--- src/rtl/lab2_proc_imul_issue_ctrl.sv ---
// Issue/retire control for the shared iterative multiplier beside the X stage.
// Issues a multiply as it leaves D, stalls X until the product returns, then holds the product.
module lab2_proc_imul_issue_ctrl #(
  parameter int p_nbits = 32
) (
  input  logic                   clk,
  input  logic                   reset,
  input  logic                   mul_D,
  input  logic                   squash_D,
  input  logic                   ostall_D_other,
  input  logic                   go_X,
  input  logic [p_nbits-1:0]     op1_D,
  input  logic [p_nbits-1:0]     op2_D,
  output logic                   imul_req_val,
  input  logic                   imul_req_rdy,
  output logic [2*p_nbits-1:0]   imul_req_msg,
  input  logic                   imul_resp_val,
  output logic                   imul_resp_rdy,
  input  logic [p_nbits-1:0]     imul_resp_msg,
  output logic                   ostall_D_imul,
  output logic                   ostall_X_imul,
  output logic [p_nbits-1:0]     imul_result_X,
  output logic                   imul_result_val_X,
  output logic [31:0]            imul_stall_cycles
);

  typedef enum logic [1:0] {IDLE, BUSY, DONE} state_t;

  state_t             state_q, state_d;
  logic [p_nbits-1:0] result_q, result_d;
  logic [31:0]        cnt_q;
  logic               issue;

  // DONE can issue only in the cycle the held multiply leaves X
  assign imul_req_val  = mul_D & ~squash_D & ~ostall_D_other &
                         ((state_q == IDLE) | ((state_q == DONE) & go_X));
  assign issue         = imul_req_val & imul_req_rdy;
  assign imul_req_msg  = {op1_D, op2_D};
  assign ostall_D_imul = mul_D & ~squash_D & ~issue;

  assign ostall_X_imul     = (state_q == BUSY);
  assign imul_resp_rdy     = (state_q == BUSY);
  assign imul_result_X     = result_q;
  assign imul_result_val_X = (state_q == DONE);
  assign imul_stall_cycles = cnt_q;

  always_comb begin
    state_d  = state_q;
    result_d = result_q;
    case (state_q)
      IDLE: if (issue) state_d = BUSY;
      BUSY: if (imul_resp_val) begin
        state_d  = DONE;
        result_d = imul_resp_msg;
      end
      DONE: if (go_X) state_d = issue ? BUSY : IDLE;
      default: state_d = IDLE;
    endcase
  end

  always_ff @(posedge clk) begin
    if (reset) begin
      state_q  <= IDLE;
      result_q <= '0;
      cnt_q    <= '0;
    end else begin
      state_q  <= state_d;
      result_q <= result_d;
      if (ostall_X_imul) cnt_q <= cnt_q + 32'd1;
    end
  end

endmodule

--- config.mk ---
export PLATFORM = sky130hd
export DESIGN_NAME = lab2_proc_imul_issue_ctrl
export DESIGN_NICKNAME = d
export VERILOG_FILES = /design/src/rtl/lab2_proc_imul_issue_ctrl.sv
export SDC_FILE = /design/constraint.sdc
export NUM_CORES = 1
export LEC_CHECK = 0
export ABC_AREA = 0
export BUFFER_PORTS_ARGS = -buffer_cell sky130_fd_sc_hd__buf_4
export CAP_MARGIN = 40
export CORE_MARGIN = 1
export CORE_UTILIZATION = 25
export DETAILED_ROUTE_END_ITERATION = 10
export SLEW_MARGIN = 20
export SYNTH_ARGS = -nofsm -noshare
export SYNTH_HDL_FRONTEND = slang
export SYNTH_SLANG_ARGS = --single-unit
--- constraint.sdc ---
create_clock -name clk -period 3.1 [get_ports clk]
set_input_delay 0.155 -clock clk [delete_from_list [all_inputs] [get_ports clk]]
set_output_delay 0.155 -clock clk [all_outputs]
set_load 0.03 [all_outputs]
### Word-level counts from Yosys, hierarchy flattened

Index checks and enable logic that the tools add are counted.

* register bits: 66
* latch bits: 0
* bits in writable memories: 0
* ROM bits: 0
* input bits: 104
* output and inout bits: 133
* logic and storage cells: 27
* memories kept: 0

* add/subtract/negate cells: 1
* multipliers: 0
* divide/modulo/power cells: 0
* $lt $le $gt $ge: 0
* equal/unequal tests: 5
* shifts and indexed selects: 0
* multiplexer cells: 5
* bitwise logic cells: 10
* reductions and logical operators: 3

Operators by type and width (count)
* adder 32 x 1 -> 32 bit, second input constant: 1
* bitwise AND 1 bit: 6
* 2-to-1 mux 2 bit: 3
* inequality test 2 bit, second input constant: 3
* case mux 2 bit (3 select lines): 1
* inverter 1 bit: 3
* AND reduction 3 bit: 1
* == test 2 x 1 -> 1 bit, second input constant: 1
* == test 2 bit, second input constant: 1
* logical NOT 2 bit: 1
* AND reduction 2 bit: 1
* 2-to-1 mux 1 bit: 1
* bitwise OR 1 bit: 1

### Depth between registers and ports, before layout

* depth after elaboration: 8
* gate-level depth with buffers: 7
* depth with buffers taken out: 5

### Worst setup path before layout

Ideal clock, no wire load.

* kind: input to output
* from: input squash_D
* to: output ostall_D_imul
* arrival time: 2.738 ns
* required time: 2.945 ns
* setup slack: 0.207 ns
* stages: 3
* path buffers: 0
* cells stage by stage: nand2b_1 -> a2111oi_0 -> a21oi_1

* word-level cells in the longest chain between the ends: 7

Ends and longest elaborated chain
* start, declared: RTL line 9 `input logic squash_D,`
* inverter 1 bit: RTL line 35 `assign imul_req_val = mul_D & ~squash_D & ~ostall_D_other &`
* bitwise AND 1 bit (3 in a row): RTL line 35
* via imul_req_val: RTL line 14 `output logic imul_req_val,`
* bitwise AND 1 bit: RTL line 37 `assign issue = imul_req_val & imul_req_rdy;`
* inverter 1 bit: RTL line 39 `assign ostall_D_imul = mul_D & ~squash_D & ~issue;`
* bitwise AND 1 bit: RTL line 39
* end, declared: RTL line 20 `output logic ostall_D_imul,`

The timed path passes the listed nets, and every way through them passes these cells.

### Final worst setup path

* from: register cnt_q[0], in the netlist imul_stall_cycles[0]
* to: register cnt_q[20], in the netlist imul_stall_cycles[20]

* word-level cells in the longest chain between the ends: 1

Ends and longest elaborated chain
* start, declared: RTL line 31 `logic [31:0] cnt_q;`
* start signal, assigned: RTL line 69 `if (ostall_X_imul) cnt_q <= cnt_q + 32'd1;`
* adder 32 x 1 -> 32 bit: RTL line 69

No other way between the ends.
A chain may end at the register's enable or synchronous reset.

==> impl_metrics.ini <==
[outcome]
status = completed

[cts]
cts-buffers-inserted = 9
post_cts_buffers = 0
clock_sinks = 66
cts-root-buf = clkbuf_16
clkTransAtPathRegs_ns = 0.05
clock_latency_ns = 0.32
cts_tree = yes
cts-hold-fix-buffers = 0
cts.htree.levels = 3
cts-resized-gates = 0
clock_path_buffers = 2

[timing]
fin_hold_ws_ns = 0.0764
hold_violations = 0
min_period_ns = 2.27
setup_viol = 0
rsz0062_at_grt = false
fmax_ghz = 0.440
tightest_slew_ns = 0.740
worst_slack_ns = 0.828
relSlewSlack_pct = 49.4
tns_ns = 0
post-route-period-util_pct = 73.3
skew_ns = 0.00585
maxSlewViolCount = 0

[yosys]
synthFlopType = dfxtp_1
synth.most_common_cell = nand2_1
yosys_warnings = 0
synthTopCellsByArea = dfxtp_1 (41%), buf_4 (15%), nand2_1 (9.1%)
synth_common_cells = nand2_1 (78), dfxtp_1 (66), buf_4 (65)
avgSynthCellArea_um2 = 8.07
syn-num-nets = 503
async_reset_ff_share_pct = 0
synth_edf_count = 0
synth.distinct_cells = 33
postSynthCellCount = 398
ys_seq_area_share_pct = 41.1
yosysTopAreaCellShare_pct = 41.1
synth_top_area_cell = dfxtp_1
syn_area_mm2 = 0.00321
ys_seq_elements = 66

[min_path]
hold_class = primary input to flip-flop

[route]
antenna_left = 0
vias = 2826
wl_per_cell_um = 12.6
drc = 0
drt_wl_total_um = 7680
firstDrtPassIters = 4
drt_iter0_drc = 148
via_per_inst = 4.63

[place]
dp.cells = 594
post-place-ws_ns = 0.816
dpl.hpwl_um = 5600
gp_congestion = 0.742
io_buffers = 108

[worst_setup_path]
cp_slowest_cell = or4_1
cp_top_family = simple AND/OR/NAND/NOR gates
crit_fanout = 14
crit_buf_inv = 0
crit_arrival_ns = 2.52
crit_chain = ha_1 > and2_1 > nand4_1 > or4_1 > a21oi_1
cp.required_ns = 3.35
end_kind = flip-flop
critPathKind = flip-flop to flip-flop
cp-start-kind = flip-flop
slowest_delay_ns = 0.67

[run]
maxCapViolations = 0

[cells_and_area]
fillCellCount = 1347
final_layout_size_suffix_gt1_share_pct = 29.0
num_antenna_cells = 0
syn2layout_area_growth_pct = 24.1
nNetsFinal = 538
layoutNonFillerInstCount = 610
utilization_pct = 31.7

[grt]
first_global_vias = 2648
track_usage_pct = 12.0
grt_pass1_wl_um = 12500
antenna_found_initial = 0
gr-total-overflow = 0
grt_max_degree = 67

[power_and_ir_drop]
clock_power_share_pct = 51.5
p_leak_nw = 1.51
power_density_mw_per_mm2 = 490
power_frac_seq_pct = 43.9
p_sw_w = 0.000389
switching_share_pct = 19.9
vdd_drop_max_mv = 0.282
p_int_w = 0.00156
combPwrFrac_pct = 4.6

[floorplanning]
rows = 41
die_w_um = 115
pin_count = 237
die_height_um = 115
coreArea_mm2 = 0.0126
start_util_pct = 25.6
design.die.area_mm2 = 0.0133
cells by family after synthesis:
family	Yosys count	share of synthesized area, %
XOR/XNOR	11	3.00
multiplexers	1	0.312
AND/OR/NAND/NOR	152	23.4
flip-flops	66	41.1
adder cells (fa/ha/maj)	1	0.389
buffers and inverters	91	18.5
AO/OA/AOI/OAI	76	13.2
worst reg2reg max path: stages (launching register included):
cell	delay, ns
dfxtp_1	0.44
ha_1	0.24
and2_1	0.21
nand4_1	0.49
or4_1	0.67
a21oi_1	0.15
cells in the final DEF (no fill, tap or decap), types with 2 or more instances in the layout:
cell       synthesis  routed
a21oi_1           55      55
and2_1             2       2
and3_1             2       2
and4_1             2       2
buf_4             65     110
clkbuf_1          19       3
clkbuf_16          0       9
clkbuf_8           0       2
dfxtp_1           66      66
inv_1              4       4
nand2_1           78      78
nand3_1           12      12
nand4_1            7       7
nor2_1            13      13
nor2b_1            3       3
nor4_1             2       2
o21ai_0            4       4
o31ai_1           16      16
or3_1              4       4
or4_1             19      19
xnor2_1            4       4
xor2_1             7       7
final cells by class:
type / instances / area, µm² / share of cell area (%)
inverters: 4 / 15.0 / 0.377
clock inverters: 2 / 35.0 / 0.879
multi-input cells: 241 / 1300 / 32.5
repair buffers: 111 / 841 / 21.1
flip-flops and latches: 66 / 1320 / 33.1
clock buffers: 14 / 264 / 6.62
well taps: 172 / 215 / 5.40
final timing paths:
kind | start | endpoint | cells past startpoint | slack, ns
worst min register to register | imul_result_X[17]$_SDFFE_PP0P_ | imul_result_X[17]$_SDFFE_PP0P_ | 2 | 0.45
worst max-delay path | imul_stall_cycles[0]$_SDFFE_PP0N_ | imul_stall_cycles[20]$_SDFFE_PP0N_ | 5 | 0.83
worst min-delay path | imul_req_rdy | state_q[0]$_SDFFE_PP0P_ | 3 | 0.08
worst max register to register | imul_stall_cycles[0]$_SDFFE_PP0N_ | imul_stall_cycles[20]$_SDFFE_PP0N_ | 5 | 0.83
power by group through the flow:
stage | clock, W | sequential [W] | combinational (W)
finish | 0.00101 | 0.000858 | 0.0000900
global route | 0.00109 | 0.000857 | 0.0000974
CTS | 0.00104 | 0.000857 | 0.0000907
detailed placement | 0 | 0.000875 | 0.0000906
global placement | 0 | 0.000875 | 0.0000893
floorplan | 0 | 0.000884 | 0.000183
per-stage QoR:
step	cell area [µm²]	power [W]
2_1_floorplan	3210	0.00107
3_3_place_gp	3670	0.000964
3_5_place_dp	3690	0.000966
4_1_cts	3990	0.00199
5_1_grt	3990	0.00204
6_report	3990	0.00195
registers in the layout (all words and copies together), names as in the netlist:
| name | cells |
|---|---|
| imul_stall_cycles | 32 |
| state_q | 2 |
| imul_result_X | 32 |
metal layers:
layer / track usage [%] / routed length, µm / part of all wire [%]
met1: 13.5 / 3290 / 43
met2: 19.1 / 3540 / 46
met3: 6.11 / 697 / 9.1
met4: 4.85 / 153 / 2.0
met5: 0 / 0 / 0
Note: power is estimated with default switching activity, not from simulation.
